**src/rtl/apb_cmd_master_pkg.sv**
```systemverilog
// Shared types for the APB command master: FSM state encoding, default bus
// widths and the response record returned to the command source.
package apb_pkg;

    localparam int APB_ADDR_W = 32;
    localparam int APB_DATA_W = 32;

    typedef enum logic [1:0] {
        IDLE   = 2'd0,
        SETUP  = 2'd1,
        ACCESS = 2'd2,
        RESP   = 2'd3
    } apb_mst_state_e;

    typedef struct packed {
        logic [APB_DATA_W-1:0] rdata;
        logic                  err;
        logic                  timeout;
    } apb_rsp_t;

    localparam apb_rsp_t RSP_RESET = '{rdata: {APB_DATA_W{1'b0}}, err: 1'b0, timeout: 1'b0};

endpackage

```
**src/rtl/apb_cmd_master_if.sv**
```systemverilog
// Command stream, response stream and APB bus of the command master.
// The master modport is the initiator's view; slave is the environment's view.
interface apb_cmd_master_if #(
    parameter int ADDR_W = apb_pkg::APB_ADDR_W,
    parameter int DATA_W = apb_pkg::APB_DATA_W
) ();

    logic              cmd_valid;
    logic              cmd_ready;
    logic              cmd_write;
    logic [ADDR_W-1:0] cmd_addr;
    logic [DATA_W-1:0] cmd_wdata;
    logic              rsp_valid;
    logic              rsp_ready;
    logic [DATA_W-1:0] rsp_rdata;
    logic              rsp_err;
    logic              rsp_timeout;
    logic [ADDR_W-1:0] paddr;
    logic              psel;
    logic              penable;
    logic              pwrite;
    logic [DATA_W-1:0] pwdata;
    logic [DATA_W-1:0] prdata;
    logic              pready;
    logic              pslverr;

    modport master (
        input  cmd_valid, cmd_write, cmd_addr, cmd_wdata, rsp_ready,
        input  prdata, pready, pslverr,
        output cmd_ready, rsp_valid, rsp_rdata, rsp_err, rsp_timeout,
        output paddr, psel, penable, pwrite, pwdata
    );

    modport slave (
        output cmd_valid, cmd_write, cmd_addr, cmd_wdata, rsp_ready,
        output prdata, pready, pslverr,
        input  cmd_ready, rsp_valid, rsp_rdata, rsp_err, rsp_timeout,
        input  paddr, psel, penable, pwrite, pwdata
    );

endinterface

```
**src/rtl/apb_cmd_master_wait_timer.sv**
```systemverilog
// Saturating wait-state counter; expired flags the wait cycle that reaches
// TIMEOUT so the transfer can be aborted on that same cycle.
module apb_wait_timer #(
    parameter int              TO_W    = 8,
    parameter logic [TO_W-1:0] TIMEOUT = 8'd255
) (
    input  logic pclk,
    input  logic prst_n,
    input  logic clear,
    input  logic enable,
    output logic expired
);

    logic [TO_W-1:0] cnt_r;
    logic [TO_W-1:0] cnt_inc_s;

    // saturating increment, never wraps
    always_comb begin
        if (cnt_r == {TO_W{1'b1}}) begin
            cnt_inc_s = cnt_r;
        end else begin
            cnt_inc_s = cnt_r + TO_W'(1);
        end
    end

    // wait counter register
    always_ff @(posedge pclk or negedge prst_n) begin
        if (!prst_n) begin
            cnt_r <= {TO_W{1'b0}};
        end else if (clear) begin
            cnt_r <= {TO_W{1'b0}};
        end else if (enable) begin
            cnt_r <= cnt_inc_s;
        end
    end

    // the current wait cycle counts toward the limit; zero disables
    assign expired = (TIMEOUT != {TO_W{1'b0}}) && enable && (cnt_inc_s == TIMEOUT);

endmodule

```
**src/rtl/apb_cmd_master.sv**
```systemverilog
// APB3 initiator: turns one valid/ready command into one APB transfer and
// returns one response; hung slaves are aborted by the wait timer.
module apb_cmd_master
    import apb_pkg::*;
#(
    parameter int              ADDR_W  = APB_ADDR_W,
    parameter int              DATA_W  = APB_DATA_W,
    parameter int              TO_W    = 8,
    parameter logic [TO_W-1:0] TIMEOUT = 8'd255
) (
    input  logic                pclk,
    input  logic                prst_n,
    apb_cmd_master_if.master    bus,
    output logic                busy
);

    apb_mst_state_e    state_r, state_nx_s;
    logic              psel_r, psel_nx_s;
    logic              penable_r, penable_nx_s;
    logic              pwrite_r, pwrite_nx_s;
    logic [ADDR_W-1:0] paddr_r, paddr_nx_s;
    logic [DATA_W-1:0] pwdata_r, pwdata_nx_s;
    logic              rsp_valid_r, rsp_valid_nx_s;
    apb_rsp_t          rsp_r, rsp_nx_s;
    logic              busy_r;
    logic              cmd_ready_s;
    logic              tmr_clear_s;
    logic              tmr_en_s;
    logic              tmr_expired_s;

    assign tmr_en_s    = (state_r == ACCESS) && !bus.pready;
    assign tmr_clear_s = (state_r == RESP) && bus.rsp_ready;

    apb_wait_timer #(
        .TO_W    (TO_W),
        .TIMEOUT (TIMEOUT)
    ) u_wait_timer (
        .pclk    (pclk),
        .prst_n  (prst_n),
        .clear   (tmr_clear_s),
        .enable  (tmr_en_s),
        .expired (tmr_expired_s)
    );

    // next-state and next-output logic; every registered output holds by default
    always_comb begin
        state_nx_s     = state_r;
        psel_nx_s      = psel_r;
        penable_nx_s   = penable_r;
        pwrite_nx_s    = pwrite_r;
        paddr_nx_s     = paddr_r;
        pwdata_nx_s    = pwdata_r;
        rsp_valid_nx_s = rsp_valid_r;
        rsp_nx_s       = rsp_r;
        cmd_ready_s    = 1'b0;
        case (state_r)
            IDLE: begin
                cmd_ready_s = 1'b1;
                if (bus.cmd_valid) begin
                    pwrite_nx_s  = bus.cmd_write;
                    paddr_nx_s   = bus.cmd_addr;
                    pwdata_nx_s  = bus.cmd_wdata;
                    psel_nx_s    = 1'b1;
                    penable_nx_s = 1'b0;
                    state_nx_s   = SETUP;
                end else begin
                    state_nx_s = IDLE;
                end
            end
            SETUP: begin
                penable_nx_s = 1'b1;
                state_nx_s   = ACCESS;
            end
            ACCESS: begin
                // pready takes priority over an expiring timer on the same cycle
                if (bus.pready) begin
                    rsp_nx_s.rdata   = pwrite_r ? {APB_DATA_W{1'b0}} : APB_DATA_W'(bus.prdata);
                    rsp_nx_s.err     = bus.pslverr;
                    rsp_nx_s.timeout = 1'b0;
                    psel_nx_s        = 1'b0;
                    penable_nx_s     = 1'b0;
                    rsp_valid_nx_s   = 1'b1;
                    state_nx_s       = RESP;
                end else if (tmr_expired_s) begin
                    rsp_nx_s.rdata   = {APB_DATA_W{1'b0}};
                    rsp_nx_s.err     = 1'b1;
                    rsp_nx_s.timeout = 1'b1;
                    psel_nx_s        = 1'b0;
                    penable_nx_s     = 1'b0;
                    rsp_valid_nx_s   = 1'b1;
                    state_nx_s       = RESP;
                end else begin
                    state_nx_s = ACCESS;
                end
            end
            RESP: begin
                if (bus.rsp_ready) begin
                    rsp_valid_nx_s = 1'b0;
                    state_nx_s     = IDLE;
                end else begin
                    state_nx_s = RESP;
                end
            end
            default: begin
                psel_nx_s      = 1'b0;
                penable_nx_s   = 1'b0;
                rsp_valid_nx_s = 1'b0;
                state_nx_s     = IDLE;
            end
        endcase
    end

    // state and output registers
    always_ff @(posedge pclk or negedge prst_n) begin
        if (!prst_n) begin
            state_r     <= IDLE;
            psel_r      <= 1'b0;
            penable_r   <= 1'b0;
            pwrite_r    <= 1'b0;
            paddr_r     <= {ADDR_W{1'b0}};
            pwdata_r    <= {DATA_W{1'b0}};
            rsp_valid_r <= 1'b0;
            rsp_r       <= RSP_RESET;
            busy_r      <= 1'b0;
        end else begin
            state_r     <= state_nx_s;
            psel_r      <= psel_nx_s;
            penable_r   <= penable_nx_s;
            pwrite_r    <= pwrite_nx_s;
            paddr_r     <= paddr_nx_s;
            pwdata_r    <= pwdata_nx_s;
            rsp_valid_r <= rsp_valid_nx_s;
            rsp_r       <= rsp_nx_s;
            busy_r      <= (state_nx_s != IDLE);
        end
    end

    assign bus.cmd_ready   = cmd_ready_s;
    assign bus.psel        = psel_r;
    assign bus.penable     = penable_r;
    assign bus.pwrite      = pwrite_r;
    assign bus.paddr       = paddr_r;
    assign bus.pwdata      = pwdata_r;
    assign bus.rsp_valid   = rsp_valid_r;
    assign bus.rsp_rdata   = rsp_r.rdata[DATA_W-1:0];
    assign bus.rsp_err     = rsp_r.err;
    assign bus.rsp_timeout = rsp_r.timeout;
    assign busy            = busy_r;

endmodule
```
**src/flat_wrapper.sv**
```systemverilog
// flat-port wrapper written by rule: the top's interface ports become plain ports
module apb_cmd_master_flat import apb_pkg::*;
#(
    parameter int              ADDR_W  = APB_ADDR_W,
    parameter int              DATA_W  = APB_DATA_W,
    parameter int              TO_W    = 8,
    parameter logic [TO_W-1:0] TIMEOUT = 8'd255
)
  (pclk, prst_n, busy, bus_cmd_valid, bus_cmd_write, bus_cmd_addr, bus_cmd_wdata, bus_rsp_ready, bus_prdata, bus_pready, bus_pslverr, bus_cmd_ready, bus_rsp_valid, bus_rsp_rdata, bus_rsp_err, bus_rsp_timeout, bus_paddr, bus_psel, bus_penable, bus_pwrite, bus_pwdata);
  apb_cmd_master_if #(.ADDR_W(ADDR_W), .DATA_W(DATA_W)) bus_i ();
  input  logic pclk;
  input  logic prst_n;
  output logic busy;
  input wire logic [$bits(bus_i.cmd_valid)-1:0] bus_cmd_valid;
  input wire logic [$bits(bus_i.cmd_write)-1:0] bus_cmd_write;
  input wire logic [$bits(bus_i.cmd_addr)-1:0] bus_cmd_addr;
  input wire logic [$bits(bus_i.cmd_wdata)-1:0] bus_cmd_wdata;
  input wire logic [$bits(bus_i.rsp_ready)-1:0] bus_rsp_ready;
  input wire logic [$bits(bus_i.prdata)-1:0] bus_prdata;
  input wire logic [$bits(bus_i.pready)-1:0] bus_pready;
  input wire logic [$bits(bus_i.pslverr)-1:0] bus_pslverr;
  output wire logic [$bits(bus_i.cmd_ready)-1:0] bus_cmd_ready;
  output wire logic [$bits(bus_i.rsp_valid)-1:0] bus_rsp_valid;
  output wire logic [$bits(bus_i.rsp_rdata)-1:0] bus_rsp_rdata;
  output wire logic [$bits(bus_i.rsp_err)-1:0] bus_rsp_err;
  output wire logic [$bits(bus_i.rsp_timeout)-1:0] bus_rsp_timeout;
  output wire logic [$bits(bus_i.paddr)-1:0] bus_paddr;
  output wire logic [$bits(bus_i.psel)-1:0] bus_psel;
  output wire logic [$bits(bus_i.penable)-1:0] bus_penable;
  output wire logic [$bits(bus_i.pwrite)-1:0] bus_pwrite;
  output wire logic [$bits(bus_i.pwdata)-1:0] bus_pwdata;
  assign bus_i.cmd_valid = bus_cmd_valid;
  assign bus_i.cmd_write = bus_cmd_write;
  assign bus_i.cmd_addr = bus_cmd_addr;
  assign bus_i.cmd_wdata = bus_cmd_wdata;
  assign bus_i.rsp_ready = bus_rsp_ready;
  assign bus_i.prdata = bus_prdata;
  assign bus_i.pready = bus_pready;
  assign bus_i.pslverr = bus_pslverr;
  assign bus_cmd_ready = bus_i.cmd_ready;
  assign bus_rsp_valid = bus_i.rsp_valid;
  assign bus_rsp_rdata = bus_i.rsp_rdata;
  assign bus_rsp_err = bus_i.rsp_err;
  assign bus_rsp_timeout = bus_i.rsp_timeout;
  assign bus_paddr = bus_i.paddr;
  assign bus_psel = bus_i.psel;
  assign bus_penable = bus_i.penable;
  assign bus_pwrite = bus_i.pwrite;
  assign bus_pwdata = bus_i.pwdata;
  apb_cmd_master #(.ADDR_W(ADDR_W), .DATA_W(DATA_W), .TO_W(TO_W), .TIMEOUT(TIMEOUT)) u_core (.pclk(pclk), .prst_n(prst_n), .bus(bus_i), .busy(busy));
endmodule
```
**config.mk**
```make
export PLATFORM = sky130hd
export DESIGN_NAME = apb_cmd_master_flat
export DESIGN_NICKNAME = d
export VERILOG_FILES = /design/src/rtl/apb_cmd_master_pkg.sv /design/src/rtl/apb_cmd_master_if.sv /design/src/rtl/apb_cmd_master_wait_timer.sv /design/src/rtl/apb_cmd_master.sv /design/src/flat_wrapper.sv
export SDC_FILE = /design/constraint.sdc
export NUM_CORES = 1
export LEC_CHECK = 0
export ABC_AREA = 1
export CORE_AREA = 2 2 112 114
export DETAILED_ROUTE_END_ITERATION = 12
export DIE_AREA = 0 0 114 116
export HOLD_SLACK_MARGIN = 0.03
export PLACE_DENSITY = 0.78
export SYNTH_ARGS = -nofsm -noshare
export SYNTH_HDL_FRONTEND = slang
export SYNTH_SLANG_ARGS = --single-unit
```
**constraint.sdc**
```tcl
create_clock -name pclk -period 2.15 [get_ports pclk]
set_input_delay 0.43 -clock pclk [delete_from_list [all_inputs] [get_ports pclk]]
set_output_delay 0.43 -clock pclk [all_outputs]
set_load 0.01 [all_outputs]
```
### Yosys cells after proc, flatten, opt, wreduce, memory -nomap -nowiden

Cells that the tools add are included.

| storage, ports and cells | value |
|---|---|
| register bits | 113 |
| bits of input ports | 103 |
| output and inout bits | 104 |
| word-level logic and storage cells | 59 |

| operators by class | value |
|---|---|
| add/subtract/negate cells | 1 |
| eq/ne operators | 8 |
| mux-type cells | 22 |
| reduce and logical (&&, ||, !) cells | 16 |

Operators by type and width:

| operator | count |
|---|---|
| 34-bit 2-to-1 mux | 2 |
| 32-bit 2-to-1 mux | 1 |
| 8-bit 2-to-1 mux | 3 |
| 8-bit equality test, second input constant | 2 |
| 1-bit 2-to-1 mux | 10 |
| 2-bit nonzero test | 5 |
| 3-bit AND reduction | 3 |
| 8-bit by 1-bit adder with 8-bit output, second input constant | 1 |
| 2-bit case mux with 4 select lines | 1 |
| 2-bit equality test, second input constant | 2 |
| 2-bit 2-to-1 mux | 2 |
| 2-bit inequality test, second input constant | 2 |
| 1-bit case mux with 2 select lines | 2 |
| 2-bit AND reduction | 2 |
| 1-bit logical AND | 3 |
| 3-bit by 2-bit inequality test with 1-bit output, second input constant | 1 |
| 1-bit case mux with 3 select lines | 1 |
| 3-bit nonzero test | 1 |
| 2-bit by 1-bit equality test with 1-bit output, second input constant | 1 |
| 2-bit zero test | 1 |
| 1-bit zero test | 1 |

### Logic depth before layout (Yosys ltp)

| depth | value |
|---|---|
| word-level depth | 8 |
| mapped depth | 13 |
| depth with buffers taken out | 12 |

### Hierarchy

Synthesis repeated with hierarchy kept, for this count alone.

| unflattened totals | value |
|---|---|
| cells, all modules | 615 |
| area total of the unflattened synthesis | 4938.5 µm² |

By module, submodules not included:

| module | instances | cells an instance | area each (µm²) | sequential area each (µm²) |
|---|---|---|---|---|
| apb_cmd_master | 1 | 532 | 4369.2 | 2627.5 |
| apb_wait_timer | 1 | 83 | 569.3 | 200.2 |

### Least setup slack after synthesis

Ideal clock, no wire load.

| path | value |
|---|---|
| path type | register -> register |
| start point | register u_core.u_wait_timer.cnt_r[0] |
| end point | register u_core.rsp_r, in the netlist u_core.bus.rsp_rdata[14] |
| library setup time | 117 ps |
| data arrival time | 1586 ps |
| data required time | 2033 ps |
| setup slack | 446 ps |
| cell stages (with the launch flop) | 14 |
| path buffers | 2 |
| period minus slack after synthesis | 1704 ps |
| cell sequence | dfrtp_1 > ha_1 > nand2_2 > nor2_4 > nand2_2 > nand2_1 > nand2_1 > nand2_1 > nor2_2 > nand2_2 > buf_6 > buf_8 > nand3_2 > nand2_1 |

| on the way | value |
|---|---|
| longest elaborated chain between the ends | 6 |
| elaborated cells on any way between the ends | 7 |
| those cells by class | add/sub: 1; eq/ne: 2; mux: 1; reduce/logical: 3 |

Ends and longest elaborated chain:

| what | line | text |
|---|---|---|
| start: declaration | apb_cmd_master_wait_timer.sv:14 | `logic [TO_W-1:0] cnt_r;` |
| start signal: assignment | apb_cmd_master_wait_timer.sv:29 | `cnt_r <= {TO_W{1'b0}};` |
| start signal: assignment | apb_cmd_master_wait_timer.sv:31 | `cnt_r <= {TO_W{1'b0}};` |
| start signal: assignment | apb_cmd_master_wait_timer.sv:33 | `cnt_r <= cnt_inc_s;` |
| 8-bit by 1-bit adder with 8-bit output / 8-bit equality test (equally long branches) | apb_cmd_master_wait_timer.sv:22, apb_cmd_master_wait_timer.sv:19 |  |
| 8-bit 2-to-1 mux (*) | apb_cmd_master_wait_timer.sv:19 | `if (cnt_r == {TO_W{1'b1}}) begin` |
| 8-bit equality test (*) | apb_cmd_master_wait_timer.sv:38 | `assign expired = (TIMEOUT != {TO_W{1'b0}}) && enable && (cnt_inc_s == TIMEOUT);` |
| 1-bit logical AND (*) | apb_cmd_master_wait_timer.sv:38 |  |
| 2-bit nonzero test (no source line) (*) | n/a |  |
| 2-bit AND reduction (no source line) (*) | n/a |  |
| end signal: assignment | apb_cmd_master.sv:133 | `rsp_r <= rsp_nx_s;` |
| end: declaration | apb_cmd_master.sv:24 | `apb_rsp_t rsp_r, rsp_nx_s;` |

Mark *: on every way between the ends. The rest lies on a longest branch, timed or not.
A chain may end at the register's enable or synchronous reset.

### Worst setup path after layout

| path | value |
|---|---|
| start point | register u_core.state_r[0] |
| end point | output port bus_cmd_ready |

| on the way | value |
|---|---|
| longest elaborated chain between the ends | 2 |

Ends and longest elaborated chain:

| what | line | text |
|---|---|---|
| start: declaration | apb_cmd_master.sv:17 | `apb_mst_state_e state_r, state_nx_s;` |
| start signal: assignment | apb_cmd_master.sv:126 | `state_r <= state_nx_s;` |
| 2-bit zero test | apb_cmd_master.sv:56 | `case (state_r)` |
| 1-bit 2-to-1 mux | apb_cmd_master.sv:56 |  |
| end: declaration | flat_wrapper.sv:22 | `output wire logic [$bits(bus_i.cmd_ready)-1:0] bus_cmd_ready;` |

No other way between the ends.

==> out/results.ini <==
[synthesis]
yosys-top-cells-count=nand2_1 (264), dfrtp_1 (113), nand3_1 (45)
yosysUniqueCellTypes=22
synth_area_per_cell_um2=8.70
netlist_area_mm2=0.00474
yosys-top-cells-area=dfrtp_1 (60%), nand2_1 (21%), nand3_1 (4.8%), nand4_1 (4.4%), nand3_2 (2.1%)
synthMuxAreaShare=0
synth_top_cell_area_share=0.597
synth_adder_area_share=0.00264
yosys_warnings=0
ys.flop_type=dfrtp_1
synth_compound_area_frac=0.0127
synth_edf_count=0
synth_top_cell_by_area=dfrtp_1
synthArstFlopShare=1.00
synthCells=545
synth-seq-area-share=0.597
synth_xor_area_frac=0.00370
yosysMostFrequentCell=nand2_1
syn_nets=649
synth_top_family_by_area=simple AND/OR/NAND/NOR gates
ys_ff_latch=113
synth-simple-area-share=0.341

[worst_setup_path]
required_ns=1.72
crit_path_start_kind=flip-flop
crit_arrival_ns=1.63
rr_worst_depth=11
r2r-end=u_core.bus.rsp_timeout
crit_path_max_fanout=4
worstSetupPathType=reg -> out
r2r_setup_slack_ns=0.21
crit_path_end_kind=output pin
rr_startpoint=u_core.u_wait_timer.cnt_r[1]

[sta]
layout_min_cycle_time_ns=2.06
slew_headroom=0.563
tightest_slew_ns=0.655
drv_slew=0
max_freq_mhz=485
setup_viol=0
rsz0062_at_grt=false
fin_crit_sh=0.959
hold_viol=0
fin_tns_setup_ns=0
finClkSkew_ns=0.00493

[pwr]
power_density_mw_per_mm2=1410
fin_total_pwr_mw=10.6
p_leak_nw=3.64
max-vdd-ir-drop_v=0.000621

[clock_network]
ctsLongestPathBuffers=2
cts_setup_buffers=0
cts_buffers=17
clk_pin_slew_ns=0.05
clk_latency_ns=0.40
clock-sinks=113
cts_resized=0
ctsRootBufferMaster=clkbuf_16
hold_buffers=0
cts_tree=done
cts_max_level=4

[global_route]
grt_max_degree=66
grt_pass1_wl_mm=21.8
antenna_found_initial=0
grt_usage=0.210
grt_pass1_vias=4588
grt_overflow=0

[floorplan]
core-area_mm2=0.0119
die-area_mm2=0.0132
fp-row-count=40
chipHeight_um=116
die_width_um=114
start_util=0.398
ios=207

[route]
drt-total-wl_mm=13.6
drt_iter0_drc=308
final_antenna_net_count=0
vias=4516
drc_errors=0
wire_per_inst_um=15.0
dr.pass1.iters=5
vias_per_cell=4.97

[status]
run_status=completed

[cells_and_area]
num_antenna_cells=0
fin_nets=856
fin_area_mm2=0.00754
area_growth_pct=59.2
drive_gt1_frac=0.0827

[placed_design]
place_area_mm2=0.00702
gp_congestion=0.882
io_buffers=206
place_hpwl_mm=9.80

[job]
cap_violations=0

[min_path]
hold_class=in -> async

-- worst max path at each step --
stage / from / slack, ns / end
after floorplan: u_core.u_wait_timer.cnt_r[0] / 0.45 / u_core.bus.rsp_rdata[14]
after global placement: u_core.u_wait_timer.cnt_r[1] / 0.34 / u_core.bus.rsp_timeout
after detailed placement: u_core.u_wait_timer.cnt_r[1] / 0.22 / u_core.bus.rsp_timeout
after CTS: u_core.state_r[0] / 0.06 / bus_cmd_ready
after global routing: u_core.state_r[0] / 0.02 / bus_cmd_ready
final: u_core.state_r[0] / 0.09 / bus_cmd_ready
-- registers in the layout, indices dropped and copies added, names as in the netlist --
register	flops
u_core.bus.paddr	32
u_core.bus.penable	1
u_core.bus.psel	1
u_core.bus.pwdata	32
u_core.bus.pwrite	1
u_core.bus.rsp_err	1
u_core.bus.rsp_rdata	32
u_core.bus.rsp_timeout	1
u_core.bus.rsp_valid	1
u_core.busy	1
u_core.state_r	2
u_core.u_wait_timer.cnt_r	8
-- cell type report --
type / count / area [µm²]
well taps: 147 / 184
clock inverters: 6 / 60.1
fillers: 1009 / 4370
inverters: 16 / 60.1
multi-input cells: 383 / 1710
flip-flops and latches: 113 / 2830
clock buffers: 23 / 468
repair buffers: 221 / 2230
-- stage by stage --
step	std cells	hold WS, ns	utilization	worst slack, ns
6_report	909	0.0533	0.633	0.0888
5_1_grt	909	0.0859	0.633	0.0224
4_1_cts	909	0.0655	0.633	0.0580
3_5_place_dp	880	0.464	0.589	0.218
3_3_place_gp	880	0.461	0.589	0.341
2_1_floorplan	545	0.134	-	0.446
-- critical path, cell delays in order, from the launching register on --
cell and delay (ns):
dfrtp_1 0.41, nor2_1 0.22, clkdlybuf4s50_1 0.60
-- logic make-up after synthesis --
kind of cell / Yosys count
buf+inv: 49
xor+xnor: 2
flops: 113
simple gates: 369
fa+ha+maj: 1
compound gates: 11
-- per-layer routing --
metal	global-route usage	share of wire
met5	0	0
met3	0.0586	0.065
met4	0.102	0.025
met2	0.354	0.51
met1	0.249	0.40
-- layout by cell type (no fill, tap or decap) --
cell type / count
a21boi_0: 2
buf_12: 5
buf_4: 11
bufinv_16: 1
clkbuf_1: 4
clkbuf_16: 17
clkbuf_8: 2
clkdlybuf4s50_1: 205
clkinv_1: 1
clkinv_2: 3
clkinvlp_4: 2
dfrtp_1: 113
ha_1: 1
inv_1: 14
inv_2: 1
nand2_1: 263
nand2_2: 5
nand3_1: 45
nand3_2: 10
nand4_1: 33
nor2_1: 7
nor2_2: 4
nor2_4: 1
o21ai_0: 9
or2_2: 1
xnor2_1: 1
xor2_1: 1
-- power breakdown --
group / switching (mW) / leakage [nW] / internal, mW
registers: 0.592 / 1.43 / 3.09
clock network: 0.886 / 0.255 / 1.62
logic: 2.16 / 1.95 / 2.31
total: 3.64 / 3.64 / 7.01
(Power assumes the default switching activity.)
==> patch 1: new RTL, same settings <==
The 4 states of `apb_mst_state_e` get a one-hot encoding in 4 bits.
--- a/src/rtl/apb_cmd_master_pkg.sv
+++ b/src/rtl/apb_cmd_master_pkg.sv
@@ -5,11 +5,11 @@
     localparam int APB_ADDR_W = 32;
     localparam int APB_DATA_W = 32;
 
-    typedef enum logic [1:0] {
-        IDLE   = 2'd0,
-        SETUP  = 2'd1,
-        ACCESS = 2'd2,
-        RESP   = 2'd3
+    typedef enum logic [3:0] {
+        IDLE   = 4'b0001,
+        SETUP  = 4'b0010,
+        ACCESS = 4'b0100,
+        RESP   = 4'b1000
     } apb_mst_state_e;
 
     typedef struct packed {
Behaviour: same outputs for any inputs over 10 cycles, from zero or initial values and one cycle with prst_n low; not proved beyond that.
==> patch 1 against the unedited design <==
Register-to-register slack worse by 0.03 ns; design area rose by 2.4%; clock power is 11% higher; sequential cell count rose by 2; final cell count is 2.5% higher; synthesized cell count rose by 3.3%; area after synthesis is 3.1% higher; fmax increased by 4.4%; total power rose by 5.1%; worst setup slack better by 0.087 ns; worst hold slack improved by 0.42 ns; routed wire length increased by 5.3%; via count up 2.3%; core utilization is 1.5 points higher; critical path type unchanged; critical endpoint unchanged; largest power group unchanged.
==> patch 1: results (changes against the unedited design) <==
CP Data Arrival Time 1.54 ns (-0.09 ns); Placement Setup Slack 0.115 ns (-0.103 ns); Post-Layout Cell Count 932 (+2.5%); wire length on met2 7150 um (+3.6%); fill cell count 967 (-4.2%); nets 876 (+2.3%); First DRT Iteration DRCs 298 (-3.2%); worst vdd ir 0.853 mV (+37%); Tmin final 1.97 ns (-0.0870 ns); Post-Syn Nets 667 (+2.8%); Hold Crit Class reg2reg; Syn Area/Cell 8.68 sq um (-0.18%); CP max stage delay 0.42 ns (-0.18 ns); design area 7720 sq um (+2.4%); crit-path max FO 3 (-1); routability cong. 0.828 (-6.2%); register area share after synthesis 58.9% (-0.75 points); Critical-path top delay cell dfrtp_1; Synth Area in XOR/XNOR 0.179% (-0.19 points); Comb pwr share 41.6% (-0.3 points); CP Depth 4 (+2); R2R Path End u_core.bus.rsp_rdata[16]$_DFFE_PN0P_; met1 WL 5600 um (+2.2%); grt met3 use 9.31% (+3.5 points); r2r setup slk 0.18 ns (-0.03 ns); DP Wirelength 10000 um (+2.1%); status complete, no violations; adder-cell area share of the yosys netlist 0.256% (-0.0080 points); dpl cells 898 (+2.0%); leakage 3.82 nW (+4.8%); GR Layer Usage met1 25.4% (+0.48 points); Pint 7.21 mW (+2.8%); via count 4618 (+2.3%); first-pass GRT wire length 22400 um (+2.9%); routed length on met3 1460 um (+65%); overall global routing resource usage 21.8% (+0.77 points); met2 Usage GRT 37.1% (+1.7 points); post-synth top area share 58.4% (-1.3 points); top cells by count, synth nand2_1, dfrtp_1, nand3_1; Psw 3.98 mW (+9.5%); CP startpoint u_core.state_r[3]$_DFF_PN0_
==> patch 1: cell types whose count changed in the layout (fill, tap and decap cells not counted), sizes merged, moves of 4 or more <==
cell and delta:
inv +14, clkbuf -5, nand3 -4, clkinv +4, nand2 +6, nor3 +4
==> patch 1: timing repair <==
| item | 4_1_cts | 5_1_grt |
|---|---|---|
| resized for setup | 1 | 2 |
| setup buffers | 0 | 1 |
| endpoints found under the hold margin | 34 | 0 |
| hold buffers | 1 | 0 |
| endpoints found under the setup margin | 1 | 36 |
==> patch 1: cell type report <==
class                      instances  area share (%)
sequential                       115            37.3
clock inverter                    14            2.01
inverter                          27            1.31
clock buffer                      18            5.56
tap                              147            2.38
multi-input combinational        391            23.0
timing repair buffer             220            28.5
==> patch 1: cells by family after synthesis <==
kind of cell | Yosys count
AND/OR/NAND/NOR | 377
flip-flops | 115
adder cells (fa/ha/maj) | 1
AO/OA/AOI/OAI | 12
XOR/XNOR | 1
buffers and inverters | 57
==> patch 2: new RTL, config.mk and constraints unchanged <==
Without the edit above. `TO_W` is set to 8 in 3 places; all go to 12.
--- a/src/rtl/apb_cmd_master_wait_timer.sv
+++ b/src/rtl/apb_cmd_master_wait_timer.sv
@@ -1,7 +1,7 @@
 // Saturating wait-state counter; expired flags the wait cycle that reaches
 // TIMEOUT so the transfer can be aborted on that same cycle.
 module apb_wait_timer #(
-    parameter int              TO_W    = 8,
+    parameter int              TO_W    = 12,
     parameter logic [TO_W-1:0] TIMEOUT = 8'd255
 ) (
     input  logic pclk,
--- a/src/rtl/apb_cmd_master.sv
+++ b/src/rtl/apb_cmd_master.sv
@@ -5,7 +5,7 @@
 #(
     parameter int              ADDR_W  = APB_ADDR_W,
     parameter int              DATA_W  = APB_DATA_W,
-    parameter int              TO_W    = 8,
+    parameter int              TO_W    = 12,
     parameter logic [TO_W-1:0] TIMEOUT = 8'd255
 ) (
     input  logic                pclk,
--- a/src/flat_wrapper.sv
+++ b/src/flat_wrapper.sv
@@ -3,7 +3,7 @@
 #(
     parameter int              ADDR_W  = APB_ADDR_W,
     parameter int              DATA_W  = APB_DATA_W,
-    parameter int              TO_W    = 8,
+    parameter int              TO_W    = 12,
     parameter logic [TO_W-1:0] TIMEOUT = 8'd255
 )
   (pclk, prst_n, busy, bus_cmd_valid, bus_cmd_write, bus_cmd_addr, bus_cmd_wdata, bus_rsp_ready, bus_prdata, bus_pready, bus_pslverr, bus_cmd_ready, bus_rsp_valid, bus_rsp_rdata, bus_rsp_err, bus_rsp_timeout, bus_paddr, bus_psel, bus_penable, bus_pwrite, bus_pwdata);
Function: no difference found for any inputs over 10 cycles, from zero or initial values and one cycle with prst_n low; that may be too few to reach the edited logic, so the function may still have changed.
==> patch 2 against the unedited design <==
Largest cell class unchanged; routed wire length grew 17%; total power is 17% higher; sequential cell count rose by 4; worst setup slack worse by 0.19 ns; area after synthesis is 9.3% higher; the flow now finishes with violations (negative setup slack); core utilization is 6.8 points higher; design area up 11%; clock skew increased by 0.0026 ns.
==> patch 2: results (changes against the unedited design) <==
failing checks negative setup slack; leakage 3.72 nW (+2.2%); Critical-path top delay cell dfrtp_1; top cells by count, synth dfrtp_1, nand2_1, mux2_2; crit-path max FO 8 (+4); worst-case clock skew 0.00752 ns (+0.00260 ns); Routed wire per std cell 18.3 um (+22%); CTS Buf Count 17 (unchanged); first-pass GRT wire length 24400 um (+12%); vias in the first global route 4782 (+4.2%); status complete, but fails checks; worst setup margin -0.106 ns (-0.194 ns); Worst Hold Launch u_core.bus.rsp_valid$_DFFE_PN0P_; maximum root-to-sink buffer count 2 (unchanged); cell depth of the worst hold path 2; Yosys cell types 27 (+23%); Post-Syn Nets 585 (-9.9%); CP Data Arrival Time 2.55 ns (+0.92 ns); largest net degree at the start of global routing 64 (-3.0%); fill cell count 828 (-18%); First DRT Iteration DRCs 488 (+58%); CP startpoint u_core.u_wait_timer.cnt_r[1]$_DFFE_PN0P_; ys async rst share 100% (unchanged); Worst Setup Path Type reg2reg; DP Wirelength 10600 um (+8.6%); Hold Crit Class reg2reg; Yosys warnings 0 (unchanged); Clk Latency, worst-skew pair 0.41 ns; R2R Path End u_core.bus.rsp_rdata[15]$_DFFE_PN0P_; seq pwr 4.03 mW (+9.5%); overall global routing resource usage 24.0% (+3.0 points); Syn Area/Cell 10.8 sq um (+24%); clock network fraction of total power 24.2% (+0.7 points); slew margin rel. 67.7% (+11 points); Power Density 1490 nW/um^2 (+5.3%); Placement Setup Slack 0.0849 ns (-0.133 ns); final setup fails 34 (+34); WHS Endpoint u_core.bus.rsp_valid$_DFFE_PN0P_; routability cong. 0.979 (+11%); htree depth 4 (unchanged); switch share 33.5% (-0.68 points); ANT cells 0 (unchanged); root buffer cell clkbuf_16; nets 815 (-4.8%); layout cell share with drive strength beyond 1 24.2% (+16 points); Post-Layout Cell Count 871 (-4.2%); drt first pass iters 5 (unchanged); worst vdd ir 0.921 mV (+48%); worst hold slack 0.478 ns (+0.424 ns); r2r worst-path depth 11 (unchanged); CP max stage delay 0.40 ns (-0.20 ns); register area share after synthesis 56.5% (-3.1 points); synth top area cells dfrtp_1, mux2_2, nand2_1, nand4_1, nand3_2; via count 4624 (+2.4%); Worst-path clk slew 0.05 ns (about the same)
patch 2: layout make-up:
cell class	count	area, sq um	share of cell area [%]
Tap cell	147	184	2.20
Inverter	30	113	1.35
Sequential cell	117	2930	35.1
Timing Repair Buffer	235	2390	28.6
Clock buffer	24	482	5.77
Multi-Input combinational cell	310	2110	25.3
Clock inverter	8	146	1.75
patch 2: repair_timing:
action | in CTS | in global routing
gates cloned | 0 | 6
setup endpoints to repair | 1 | 39
gates resized for setup | 1 | 22
hold buffers | 1 | 0
buffers inserted | 0 | 9
pin swaps | 0 | 13
endpoints found under the hold margin | 32 | 0
patch 2: cell families after synthesis:
| logic type | count (synthesis) | synth area share [%] |
|---|---|---|
| simple gates | 221 | 22.1 |
| mux | 64 | 13.9 |
| compound gates | 22 | 2.37 |
| xor+xnor | 1 | 0.169 |
| fa+ha+maj | 1 | 0.242 |
| flops | 117 | 56.5 |
| buf+inv | 55 | 4.64 |
patch 2: routing by layer:
metal	GRT usage [%]	part of all wire, %	vias up
li1	-	-	2104
met3	10.5	10	43
met5	0	0	-
met2	39.6	50	255
met1	27.5	37	2222
met4	9.76	2.7	0
patch 2: metrics by stage:
| step | TNS, ns | area (sq um) |
|---|---|---|
| finish | -1.66 | 8350 |
| floorplan | 0 | 5180 |
| global placement | 0 | 7450 |
| global route | -4.05 | 8350 |
| detailed placement | 0 | 7450 |
| CTS | 0 | 8090 |
patch 2: worst max-delay path, delay by kind of cell, from the launching register on:
kind | cells | cell delay, ns
fa+ha+maj | 1 | 0.18
simple gates | 9 | 1.31
buf+inv | 1 | 0.23
flops | 1 | 0.40
